--- src/rtl/mult_pkg.sv ---
// Shared definitions for the shift-add multiply-accumulate unit.
// Contents:
//   WIDTH_DEF - default operand width; the product is 2*WIDTH_DEF bits wide
//   state_e   - controller states (IDLE, RUN, DONE), 2-bit encoding
//   cnt_width - width of the step counter for a given operand width
package mult_pkg;

  localparam int WIDTH_DEF = 32;

  typedef enum logic [1:0] {
    ST_IDLE = 2'd0,
    ST_RUN  = 2'd1,
    ST_DONE = 2'd2
  } state_e;

  // One extra bit so the counter can hold WIDTH itself without wrapping.
  function automatic int cnt_width(input int width);
    return $clog2(width) + 1;
  endfunction

endpackage

--- src/rtl/mult_if.sv ---
// Request/result bundle for the multiply-accumulate unit.
// Signals:
//   start   - request; the unit samples it on a rising clock edge while idle
//   a, b, c - multiplicand, multiplier and addend (unsigned)
//   p       - result a*b+c, valid from done onward
//   busy    - high while the operation runs
//   done    - one-cycle pulse marking a fresh p
// Modports: master drives requests, slave is the arithmetic unit.
interface mult_if
  import mult_pkg::*;
#(
  parameter int WIDTH = WIDTH_DEF
);

  logic                 start;
  logic [WIDTH-1:0]     a;
  logic [WIDTH-1:0]     b;
  logic [WIDTH-1:0]     c;
  logic [2*WIDTH-1:0]   p;
  logic                 busy;
  logic                 done;

  modport master (output start, a, b, c, input p, busy, done);
  modport slave  (input start, a, b, c, output p, busy, done);

endinterface

--- src/rtl/mult_step.sv ---
// One combinational shift-add step of the multiplier.
// Ports:
//   acc, mcand, mplier             - current accumulator, shifted multiplicand, remaining multiplier bits
//   acc_nxt, mcand_nxt, mplier_nxt - values after consuming the multiplier LSB
module mult_step
  import mult_pkg::*;
#(
  parameter int WIDTH = WIDTH_DEF
) (
  input  logic [2*WIDTH-1:0] acc,
  input  logic [2*WIDTH-1:0] mcand,
  input  logic [WIDTH-1:0]   mplier,
  output logic [2*WIDTH-1:0] acc_nxt,
  output logic [2*WIDTH-1:0] mcand_nxt,
  output logic [WIDTH-1:0]   mplier_nxt
);

  // Add the multiplicand when the current multiplier bit is set, then advance both operands.
  always_comb begin
    acc_nxt    = acc;
    mcand_nxt  = mcand << 1;
    mplier_nxt = mplier >> 1;
    if (mplier[0]) begin
      acc_nxt = acc + mcand;
    end else begin
      acc_nxt = acc;
    end
  end

endmodule

--- src/rtl/mult_accumulate.sv ---
// Sequential unsigned multiplier computing p = a*b + c, one multiplier bit per clock.
// Rebuilds a dividend from (quotient, divisor, remainder), so it can cross-check divider results.
// Ports:
//   clock   - system clock, rising edge active
//   reset_n - asynchronous active-low reset; discards any operation in flight
//   bus     - mult_if slave: start/a/b/c in, p/busy/done out
// Timing: busy for WIDTH cycles after the accept edge, then done pulses for one cycle.
// The total latency is fixed, and there is no early exit on zero operands.
module mult_accumulate
  import mult_pkg::*;
#(
  parameter int WIDTH = WIDTH_DEF
) (
  input  logic   clock,
  input  logic   reset_n,
  mult_if.slave  bus
);

  localparam int             CW   = cnt_width(WIDTH);
  localparam logic [CW-1:0]  LAST = CW'(WIDTH - 1);

  state_e               state_r;
  state_e               state_nxt_s;
  logic                 accept_s;
  logic                 last_s;

  logic [2*WIDTH-1:0]   mcand_r;
  logic [WIDTH-1:0]     mplier_r;
  logic [2*WIDTH-1:0]   acc_r;
  logic [CW-1:0]        cnt_r;
  logic [2*WIDTH-1:0]   p_r;
  logic                 busy_r;
  logic                 done_r;

  logic [2*WIDTH-1:0]   acc_step_s;
  logic [2*WIDTH-1:0]   mcand_step_s;
  logic [WIDTH-1:0]     mplier_step_s;

  mult_step #(.WIDTH(WIDTH)) u_step (
    .acc        (acc_r),
    .mcand      (mcand_r),
    .mplier     (mplier_r),
    .acc_nxt    (acc_step_s),
    .mcand_nxt  (mcand_step_s),
    .mplier_nxt (mplier_step_s)
  );

  // Next-state logic: start is level-sensitive in IDLE and ignored elsewhere.
  always_comb begin
    state_nxt_s = state_r;
    accept_s    = 1'b0;
    last_s      = 1'b0;
    case (state_r)
      ST_IDLE: begin
        if (bus.start) begin
          state_nxt_s = ST_RUN;
          accept_s    = 1'b1;
        end else begin
          state_nxt_s = ST_IDLE;
        end
      end
      ST_RUN: begin
        if (cnt_r == LAST) begin
          state_nxt_s = ST_DONE;
          last_s      = 1'b1;
        end else begin
          state_nxt_s = ST_RUN;
        end
      end
      ST_DONE: begin
        state_nxt_s = ST_IDLE;
      end
      default: begin
        state_nxt_s = ST_IDLE;
      end
    endcase
  end

  // State register.
  always_ff @(posedge clock or negedge reset_n) begin
    if (!reset_n) begin
      state_r <= ST_IDLE;
    end else begin
      state_r <= state_nxt_s;
    end
  end

  // Operand capture, shift-add iteration and registered result/status outputs.
  always_ff @(posedge clock or negedge reset_n) begin
    if (!reset_n) begin
      mcand_r  <= {(2*WIDTH){1'b0}};
      mplier_r <= {WIDTH{1'b0}};
      acc_r    <= {(2*WIDTH){1'b0}};
      cnt_r    <= {CW{1'b0}};
      p_r      <= {(2*WIDTH){1'b0}};
      busy_r   <= 1'b0;
      done_r   <= 1'b0;
    end else if (accept_s) begin
      mcand_r  <= {{WIDTH{1'b0}}, bus.a};
      mplier_r <= bus.b;
      acc_r    <= {{WIDTH{1'b0}}, bus.c};
      cnt_r    <= {CW{1'b0}};
      busy_r   <= 1'b1;
      done_r   <= 1'b0;
    end else if (state_r == ST_RUN) begin
      acc_r    <= acc_step_s;
      mcand_r  <= mcand_step_s;
      mplier_r <= mplier_step_s;
      cnt_r    <= cnt_r + CW'(1);
      if (last_s) begin
        // The final step's sum goes straight to p; acc_r is not needed afterwards.
        p_r    <= acc_step_s;
        done_r <= 1'b1;
        busy_r <= 1'b0;
      end else begin
        done_r <= 1'b0;
        busy_r <= 1'b1;
      end
    end else begin
      busy_r <= 1'b0;
      done_r <= 1'b0;
    end
  end

  assign bus.p    = p_r;
  assign bus.busy = busy_r;
  assign bus.done = done_r;

endmodule

--- src/flat_wrapper.sv ---
// flat-port wrapper written by rule: the top's interface ports become plain ports
module mult_accumulate_flat import mult_pkg::*;
#(
  parameter int WIDTH = WIDTH_DEF
)
  (clock, reset_n, bus_start, bus_a, bus_b, bus_c, bus_p, bus_busy, bus_done);
  mult_if #(.WIDTH(WIDTH)) bus_i ();
  input  logic clock;
  input  logic reset_n;
  input wire logic [$bits(bus_i.start)-1:0] bus_start;
  input wire logic [$bits(bus_i.a)-1:0] bus_a;
  input wire logic [$bits(bus_i.b)-1:0] bus_b;
  input wire logic [$bits(bus_i.c)-1:0] bus_c;
  output wire logic [$bits(bus_i.p)-1:0] bus_p;
  output wire logic [$bits(bus_i.busy)-1:0] bus_busy;
  output wire logic [$bits(bus_i.done)-1:0] bus_done;
  assign bus_i.start = bus_start;
  assign bus_i.a = bus_a;
  assign bus_i.b = bus_b;
  assign bus_i.c = bus_c;
  assign bus_p = bus_i.p;
  assign bus_busy = bus_i.busy;
  assign bus_done = bus_i.done;
  mult_accumulate #(.WIDTH(WIDTH)) u_core (.clock(clock), .reset_n(reset_n), .bus(bus_i));
endmodule
--- config.mk ---
export PLATFORM = sky130hd
export DESIGN_NAME = mult_accumulate_flat
export DESIGN_NICKNAME = d
export VERILOG_FILES = /design/src/rtl/mult_pkg.sv /design/src/rtl/mult_if.sv /design/src/rtl/mult_step.sv /design/src/rtl/mult_accumulate.sv /design/src/flat_wrapper.sv
export SDC_FILE = /design/constraint.sdc
export NUM_CORES = 1
export LEC_CHECK = 0
export CAP_MARGIN = 5
export CORE_UTILIZATION = 33
export DETAILED_ROUTE_END_ITERATION = 8
export GPL_TIMING_DRIVEN = 0
export MAX_ROUTING_LAYER = met4
export SYNTH_ARGS = -nofsm -noshare
export SYNTH_HDL_FRONTEND = slang
export SYNTH_SLANG_ARGS = --single-unit
--- constraint.sdc ---
create_clock -name clock -period 4.6 [get_ports clock]
set_input_delay 1.15 -clock clock [delete_from_list [all_inputs] [get_ports clock]]
set_output_delay 1.15 -clock clock [all_outputs]
set_load 0.05 [all_outputs]
After elaboration in Yosys (flattened, before gate mapping)
Cells that the tools add are included.

storage, ports and cells
  register bits after elaboration = 234
  input port bits = 99
  output and inout port bits = 66
  word-level logic and storage cells = 38

cells by class
  $add $sub $neg = 2
  equal/unequal tests = 2
  mux-type cells = 22
  bitwise gates (word level) = 1
  reduce and logical (&&, ||, !) cells = 3

operators with widths
  cell                 number
  $mux 64              5
  $add 64x64->64       1
  $mux 32              2
  $mux 6               2
  $mux 1               11
  $add 6x1->6 const B  1
  $eq 6x5->1 const B   1
  $pmux 2 s2           1
  $reduce_and 3->1     1
  $eq 2x1->1 const B   1
  $logic_not 2->1      1
  $mux 2               1
  $reduce_bool 2->1    1
  $not 1->1            1

Longest topological paths before layout
Gate-level depths: netlist of the first run.

  word-level depth = 6
  gate-level depth with buffers = 12
  gate-level depth less buffers = 12

By module
A second synthesis of the first run with hierarchy kept.

second synthesis, totals
  cells, all modules = 1,615
  area, all modules = 15,376.0 um2

by module, submodules not included
  module           times used  cells an instance  area an instance (um2)  seq. area each (um2)
  mult_accumulate  1           853                9,999.6                 5,855.6
  mult_step        1           762                5,376.4                 0.0

Least setup slack after synthesis of the first run
Ideal clock, no wire load.

  path type = reg-to-reg
  from = register u_core.acc_r[0]
  to = register u_core.p_r[62], in the netlist u_core.bus.p[62]
  setup time = 122 ps
  arrival time = 3,222 ps
  data required time = 4,478 ps
  slack = 1,256 ps
  stages on the path, launching flop included = 13
  buffers on the path = 0
  clock period less this slack = 3,344 ps
  cell sequence = dfrtp_1 -> ha_1 -> fa_1 -> a21o_1 -> a311o_2 -> and4_1 -> o31a_1 -> o21ai_1 -> o21ai_1 -> a31o_2 -> a311oi_2 -> mux2i_1 -> nand2_1

on the way
  longest elaborated chain between the ends = 2

RTL lines
  what                    RTL line                source
  from (decl)             mult_accumulate.sv:29   logic [2*WIDTH-1:0] acc_r;
  from (signal assigned)  mult_accumulate.sv:93   acc_r <= {(2*WIDTH){1'b0}};
  from (signal assigned)  mult_accumulate.sv:101  acc_r <= {{WIDTH{1'b0}}, bus.c};
  from (signal assigned)  mult_accumulate.sv:106  acc_r <= acc_step_s;
  $add 64x64->64          mult_step.sv:24         acc_nxt = acc + mcand;
  $mux 64                 mult_step.sv:23         if (mplier[0]) begin
  to (signal assigned)    mult_accumulate.sv:95   p_r <= {(2*WIDTH){1'b0}};
  to (signal assigned)    mult_accumulate.sv:112  p_r <= acc_step_s;
  to (decl)               mult_accumulate.sv:31   logic [2*WIDTH-1:0] p_r;

No other way between the ends.
A chain may end at the register's enable or synchronous reset.

Worst setup path after layout of the first run
  from = register u_core.acc_r[10]
  to = register u_core.acc_r[61]

on the way
  longest elaborated chain between the ends = 4

RTL lines
  what            RTL line                source
  $add 64x64->64  mult_step.sv:24
  $mux 64         mult_step.sv:23
  $mux 64         mult_accumulate.sv:105  end else if (state_r == ST_RUN) begin
  $mux 64         mult_accumulate.sv:98   end else if (accept_s) begin

No other way between the ends. The select of a mux whose other input is x is not followed.

==> flow_summary.ini, run 1 <==
[yosys]
ys_top_cells_by_area = dfrtp_1 42%, a21oi_1 7.4%, o22ai_1 7.0%
synth-edff-count = 0
synth_area_um2 = 13860
async_flop_share = 1.000
syn_avg_cell_area_um2 = 9.126
yosys.area.top_type = dfrtp_1
yosys_warnings = 0
seq_area_frac_synth = 0.4224
yosysUniqueCellTypes = 68
synth.top_cell.area_share = 0.4224
syn_inst = 1519
ys.flop_type = dfrtp_1
synth_fp_nets = 1683
ys_seq_elements = 234

[power_and_ir_drop]
leakage_nw = 7.572
finalPower_mw = 16.11
p_per_area_nw_per_um2 = 935.1
vdd.ir_drop.worst_uv = 452.8

[worst_setup_path]
r2r-start = u_core.acc_r[10]
crit_chain = ha_1 > and4_1 > o2111ai_1 > o2bb2ai_1 > nand2_1 > a2111oi_1 > nor2_1 > o21ai_0 > a31oi_1 > xor2_1 > o21ai_0
cp_common_cell = o21ai_0
cp_slowest_cell = a2111oi_1
reg2reg_slack_ps = 230
worst_setup_path_start_kind = register
critPathMaxStageDelay_ps = 680
cp_data_arrival_time_ps = 4800
startpoint = u_core.acc_r[10]
cp-end-kind = register
worstPathMaxFanout = 7
worstSetupPathType = register to register
worstPathRequired_ps = 5040

[route]
vias = 13150
drc = 5
wirelength_um = 49250
wl_met1_um = 23030
vias_per_cell = 5.793
routed.top_layer = met4
wl_per_cell_um = 21.70
wl_met2_um = 22090
drt_first_pass_iters = 9
antenna_left = 0
dr_wl_met3_um = 2634
drt_iter0_markers = 1024

[timing]
fin_skew_ps = 27.22
rsz0062_at_grt = no
maxClockFrequency_ghz = 0.2290
fin_crit_sh = 0.9492
period_minus_slack_ps = 4366
hold_violations = 0
worst-slew-pin-transition_ps = 1007
drv_slew = 0
max-slew-margin-rel = 0.3289
finalWorstSetupSlack_ps = 233.6
finalSetupViolCount = 0
whs_ps = 484.9

[global_routing]
grt_pass1_wl_um = 76070
grt_max_degree = 102
antenna_found_initial = 0
overflow = 0
track_usage = 0.2378
grt_pass1_vias = 13130

[finish]
areaGrowthSynthToFinish_pct = 24.32
num_antenna_cells = 0
multiInputGateArea_um2 = 7463
final-seq-area_um2 = 5856
n_fill_cell = 4133
nets = 1879
drive_gt1_frac = 0.04143

[cts]
htreeDepth = 1
clkLatencyLatePin_ps = 590
post_cts_buffers = 0
ctsHoldBuffers = 0
root_buffer = clkbuf_16
cts_tree = built
cts_made_buffers = 29
path_clk_slew_ps = 60
cts.path.max_buffers = 3
cts.sinks = 234

[run_status]
violations = DRC
status = finished, violations left

[worst_hold_path]
hp-start = u_core.bus.p[51]
hp-class = register to register

[floorplanning]
fp.dieH_um = 207.0
rows = 74
die_x_um = 207.0
start_util = 0.3372
ioPinCount = 165
core_area_um2 = 41110
dieArea_um2 = 42830

[place]
dp_hpwl_um = 36540
place_congestion = 0.9533
place_ws_ps = 189.6
portBuffers = 163

[run]
drv_cap = 0
[critical path: cells and delay by family, from the launching register on]
kind,cells,cell delay [ps]
adder cells (fa/ha/maj),1,430
AND/OR/NAND/NOR,3,710
XOR/XNOR,1,280
AO/OA/AOI/OAI,6,2350
flip-flops,1,440
[layout make-up]
type,instances,area share
Tap cell,532,0.03863
Clock inverter,16,0.01176
Clock buffer,38,0.04698
Buffer,119,0.02614
Multi-Input combinational cell,1141,0.4331
Sequential cell,234,0.3398
Timing Repair Buffer,165,0.09816
Inverter,25,0.005445
[worst paths after layout]
check	endpoint	cells after the start
max	u_core.acc_r[61]	11
min	u_core.bus.p[51]	2
max reg2reg	u_core.acc_r[61]	11
min reg2reg	u_core.bus.p[51]	2
max in group asynchronous	u_core.bus.p[32]	2
min in group asynchronous	u_core.bus.p[17]	1
[flip-flops by register name, indices dropped and copies added, names as in the netlist]
register,flops
u_core.cnt_r,6
u_core.mcand_r,64
u_core.bus.done,1
u_core.bus.p,64
u_core.bus.busy,1
u_core.mplier_r,32
u_core.state_r,2
u_core.acc_r,64
[metrics by stage]
stage	area, µm²	utilization	instances	TNS, ps
floorplan	13860	-	1519	0
global placement	16160	0.3931	2214	-1892880
detailed placement	16220	0.3945	2216	0
CTS	17230	0.4192	2270	0
global route	17230	0.4192	2270	0
finish	17230	0.4192	2270	0
[cells by family (layout without fill, tap and decap cells)]
group,count (synthesis),after routing,share of synthesized area
simple gates,301,301,0.09947
flops,234,234,0.4224
xor+xnor,59,59,0.03728
compound gates,675,675,0.3127
mux,41,41,0.02970
buf+inv,144,363,0.03926
fa+ha+maj,65,65,0.05921
[synthesized netlist by cell type, types with 12 or more instances]
| master | number |
|---|---|
| xnor2_1 | 33 |
| inv_1 | 24 |
| nor2_1 | 58 |
| clkbuf_1 | 107 |
| nor3_1 | 13 |
| o21bai_1 | 19 |
| o21ai_0 | 89 |
| and3_1 | 18 |
| o22a_1 | 27 |
| dfrtp_1 | 234 |
| xor2_1 | 26 |
| nand4_1 | 21 |
| a21o_1 | 45 |
| a22o_1 | 54 |
| nand2_1 | 140 |
| mux2i_1 | 40 |
| a21oi_1 | 204 |
| a31oi_1 | 15 |
| o22ai_1 | 156 |
| ha_1 | 64 |
| nor2b_1 | 12 |
[where the power goes]
group	switching, mW	total, mW	internal (mW)
registers	0.913	3.95	3.04
logic	5.97	9.71	3.74
clock network	0.984	2.45	1.46
total	7.87	16.1	8.25
[layer usage]
| metal | vias up | track usage |
|---|---|---|
| met5 | - | - |
| met4 | 0 | 0.07351 |
| met3 | 72 | 0.02983 |
| met2 | 452 | 0.3635 |
| met1 | 6492 | 0.3270 |
| li1 | 6133 | - |
[timing repair]
action                                  in CTS  in global routing
endpoints found under the setup margin       0                  5
resized for setup                            0                  1
endpoints found under the hold margin        0                  0
[cell usage in the layout, fill, tap and decap left out, types with 24 or more instances in the layout]
master and count:
xor2_1 26, xnor2_1 33, o22ai_1 156, a22o_1 54, clkbuf_16 29, mux2i_1 40
inv_1 24, ha_1 64, a21o_1 45, o21ai_0 89, nand2_1 140, dfrtp_1 234
a21oi_1 204, o22a_1 27, clkdlybuf4s50_1 162, clkbuf_1 111, nor2_1 58
Power figures use the tool's default switching activity.
==> run 2, diff against run 1 <==
CORE_UTILIZATION = 27   (was 33)
==> run 2 against run 1 <==
Largest power group unchanged. Total power up 1.2%. Critical endpoint unchanged. Cell area grew 1.3%. Largest cell class unchanged. The flow now finishes without violations. Clock power is 4% higher. Clock-buffer cell count fell by 4.
==> flow_summary.ini, run 2 (synthesis results as in run 1) <==
[cts]
ctsHoldBuffers = 0
clkLatencyLatePin_ps = 580
path_clk_slew_ps = 60
cts_resized = 0
root_buffer = clkbuf_16
post_cts_buffers = 0
cts_made_buffers = 28
cts_tree = built
htreeDepth = 1
cts.sinks = 234
cts.path.max_buffers = 3

[timing]
maxClockFrequency_ghz = 0.2333
finalSetupTns_ps = 0
period_minus_slack_ps = 4286
fin_skew_ps = 22.30
fin_crit_sh = 0.9317
rsz0062_at_grt = no
worst-slew-pin-transition_ps = 1015
finalWorstSetupSlack_ps = 314.4
whs_ps = 477.0
hold_violations = 0
max-slew-margin-rel = 0.3233
drv_slew = 0
finalSetupViolCount = 0

[floorplanning]
ioPinCount = 165
start_util = 0.2752
core_area_um2 = 50380
die_x_um = 228.6
rows = 82
fp.dieH_um = 228.6
dieArea_um2 = 52250

[route]
wirelength_um = 50640
drc = 0
wl_per_cell_um = 21.03
drt_first_pass_iters = 5
antenna_left = 0
drt_iter0_markers = 1026
vias = 13280
vias_per_cell = 5.516

[global_routing]
grt_use_met1 = 0.2707
grtUsageMet3 = 0.02732
track_usage = 0.1942
grt_pass1_vias = 12880
use_met2 = 0.2938
antenna_found_initial = 0
grt_pass1_wl_um = 77280
top_usage_layer = met2
grt_max_degree = 101
overflow = 0

[finish]
nets = 1878
areaGrowthSynthToFinish_pct = 25.88
instances_no_fill = 2408
num_antenna_cells = 0
fin_area_um2 = 17450
mostFrequentLayoutCells = 234 x dfrtp_1, 204 x a21oi_1, 162 x clkdlybuf4s50_1
drive_gt1_frac = 0.04090
layout_commonest_cell = dfrtp_1
utilization = 0.3464

[worst_setup_path]
critPathMaxStageDelay_ps = 820
worstPathRequired_ps = 5020
cp-end-kind = register
worstSetupPathType = register to register
cp_data_arrival_time_ps = 4710
cp_slowest_cell = a2111oi_0
worstPathMaxFanout = 7
cp_common_cell = o21ai_0
worst_setup_path_start_kind = register
crit_chain = ha_1 > and4_1 > o2111ai_1 > o2bb2ai_1 > nand2_1 > a2111oi_0 > nor2_1 > o21ai_0 > a31oi_1 > xor2_1 > o21ai_0

[power_and_ir_drop]
finalPower_mw = 16.31
leakage_nw = 7.596
p_per_area_nw_per_um2 = 934.5
vdd.ir_drop.worst_uv = 375.1

[place]
dpl.cell_count = 2356
place_area_um2 = 16390
place_ws_ps = 418.6
dp_hpwl_um = 38260
place_congestion = 0.9354
portBuffers = 163

[run_status]
status = complete, no violations

[run]
drv_cap = 0

[worst_hold_path]
hp-class = register to register
## run 2: layer usage
metal	wire [µm]	vias up
li1	-	6154
met4	1236	0
met2	22530	503
met5	0	-
met1	23750	6547
met3	3128	78
## run 2: path summary, 6_finish.rpt
kind	startpoint	to	slack (ps)	depth (start not counted)
min	u_core.bus.p[26]	u_core.bus.p[26]	480	2
max reg2reg	u_core.acc_r[10]	u_core.acc_r[61]	310	11
max in group asynchronous	reset_n	u_core.bus.p[3]	3150	2
min in group asynchronous	reset_n	u_core.bus.p[56]	530	1
max	u_core.acc_r[10]	u_core.acc_r[61]	310	11
min reg2reg	u_core.bus.p[26]	u_core.bus.p[26]	480	2
## run 2: worst max-delay path: cells and delay by family, from the launching register on
family	cells	cell delay, ps
simple gates	3	660
xor+xnor	1	240
fa+ha+maj	1	430
flops	1	440
compound gates	6	2360
## run 2: power breakdown
| group | switching, mW | internal (mW) |
|---|---|---|
| Sequential | 0.907 | 3.04 |
| Combinational | 6.05 | 3.74 |
| Clock | 0.983 | 1.58 |
## run 2: final cells by class
cell class | count | area (µm²)
Fill cell | 5156 | 32930
Clock inverter | 18 | 290.3
Inverter | 25 | 93.84
Timing Repair Buffer | 165 | 1692
Tap cell | 672 | 840.8
Clock buffer | 34 | 764.5
Sequential cell | 234 | 5856
Multi-Input combinational cell | 1141 | 7462
Buffer | 119 | 450.4
==> variant: new RTL, settings of run 1 <==
Encoding of `state_e`: now one-hot (3 bits for 3 states).
--- a/src/rtl/mult_pkg.sv
+++ b/src/rtl/mult_pkg.sv
@@ -7,10 +7,10 @@
 
   localparam int WIDTH_DEF = 32;
 
-  typedef enum logic [1:0] {
-    ST_IDLE = 2'd0,
-    ST_RUN  = 2'd1,
-    ST_DONE = 2'd2
+  typedef enum logic [2:0] {
+    ST_IDLE = 3'b001,
+    ST_RUN  = 3'b010,
+    ST_DONE = 3'b100
   } state_e;
 
   // One extra bit so the counter can hold WIDTH itself without wrapping.
Function: same outputs for any inputs over 10 cycles, from zero or initial values and one cycle with reset_n low; not proved beyond that.
==> variant against run 1 <==
Critical endpoint is now u_core.bus.p[53]; wire length down 4.0%; cell count is 1.6% higher; first-iteration DRC count fell by 3.1%; worst setup slack gained 0.51 ns; sequential cell count up 1; utilization is 0.064 points lower; largest cell class unchanged; area after synthesis is 0.12% higher; cell area down 0.15%.
Power is not compared: it rests on default switching activity, and its combinational part moved more than twofold at a synthesized area within 25%.
==> variant: results (changes against run 1) <==
DR vias/cell -> 5.529 (-4.5%)
Fill cells -> 4141 (+0.19%)
Dpl hpwl -> 36240 um (-0.84%)
DRT iter0 DRCs -> 992 (-3.1%)
Maximum VDD drop -> 0.0003552 V
CP top delay family -> compound AO/OA/AOI/OAI gates
Yosys warns -> 0 (unchanged)
Global-route wire length before repair -> 75100 um (-1.3%)
Crit path DAT -> 4.26 ns (-0.54 ns)
Clk_lat worst skew -> 0.57 ns (-0.02 ns)
GP Congestion -> 0.9318 (-2.3%)
M1 wire length -> 22790 um (-1.0%)
CP max-delay cell -> a311oi_1
Inst Count DP -> 2253 (+1.7%)
Status -> finished, final reports clean
Yosys cell types -> 77 (+13%)
GR Util met3 -> 3.138% (+0.16 points)
Fin Clk Skew -> 0.01153 ns (-0.01569 ns)
Port-buffer cells -> 164 (+0.61%)
Layout cell share with drive strength beyond 1 -> 5.358% (+1.2 points)
Slew margin rel. -> 31.69% (-1.2 points)
Met3 Wirelength -> 2575 um (-2.2%)
Final WL -> 47300 um (-4.0%)
Nets -> 1915 (+1.9%)
Post-Layout Cell Count -> 2306 (+1.6%)
Drt first pass iters -> 8 (-1)
Min-delay src -> u_core.mplier_r[30]
Clk buf depth -> 3 (unchanged)
CTS Buf Count -> 28 (-3.4%)
Post-synthesis mux area share -> 3.994% (+1.0 points)
Initial antenna violation count -> 1 (+1)
Top cells by area, synth -> dfrtp_1 (42%), nand2_1 (7.5%), ha_1 (5.8%)
Met2 WL -> 20760 um (-6.0%)
Syn Inst Count -> 1555 (+2.4%)
Largest net degree at the start of global routing -> 121 (+19%)
Placed cell areas -> 16250 um2 (+0.16%)
Place WS -> 0.7439 ns (+0.5543 ns)
CP max FO -> 4 (-3)
Register area share after synthesis -> 42.38% (+0.14 points)
Post-CTS Setup Bufs -> 0 (unchanged)
Compound-Gate Fraction of Synth Area -> 23.26% (-8.0 points)
Pint -> 0.005599 W
Crit path from -> u_core.acc_r[1]
CTS H-tree lvls -> 1 (unchanged)
Most used DFF post-synth -> dfrtp_1
Total GRT Usage -> 22.85% (-0.93 points)
Adder-cell area share of the yosys netlist -> 5.914% (-0.0069 points)
Synth Area in XOR/XNOR -> 3.913% (+0.18 points)
Hold crit path type -> register to register
CP max stage delay -> 0.68 ns (about the same)
Root buffer cell -> clkbuf_16
Post-synthesis net count -> 1719 (+2.1%)
Synth top cells by count -> nand2_1 (277), dfrtp_1 (234), o21ai_0 (104), a21oi_1 (94), nor2_1 (91)
Met2 usage -> 34.30% (-2.0 points)
Clk pin slew, worst setup/hold paths -> 0.06 ns (about the same)
Comb. pwr -> 0.00468 W
Met1 usage -> 32.26% (-0.44 points)
Pwr per Cell Area -> 574.4 nW/um2
# resized after CTS -> 0 (unchanged)
variant: final timing paths:
kind	depth (start not counted)	slack, ns	endpoint
hold reg to reg	2	0.48	u_core.mplier_r[30]
max in group asynchronous	3	2.93	u_core.mplier_r[22]
min in group asynchronous	2	0.65	u_core.bus.p[35]
setup reg to reg	10	0.75	u_core.bus.p[53]
hold / removal	2	0.48	u_core.mplier_r[30]
setup / recovery	10	0.75	u_core.bus.p[53]
variant: cell type report:
cell class,count,area (um2),share of cell area (%)
Antenna cell,1,2.502,0.01454
Buffer,110,435.4,2.531
Tap cell,532,665.6,3.869
Timing Repair Buffer,166,1702,9.889
Inverter,18,67.56,0.3927
Clock inverter,15,142.6,0.8290
Clock buffer,37,815.8,4.741
Multi-Input combinational cell,1192,7493,43.55
Sequential cell,235,5882,34.18
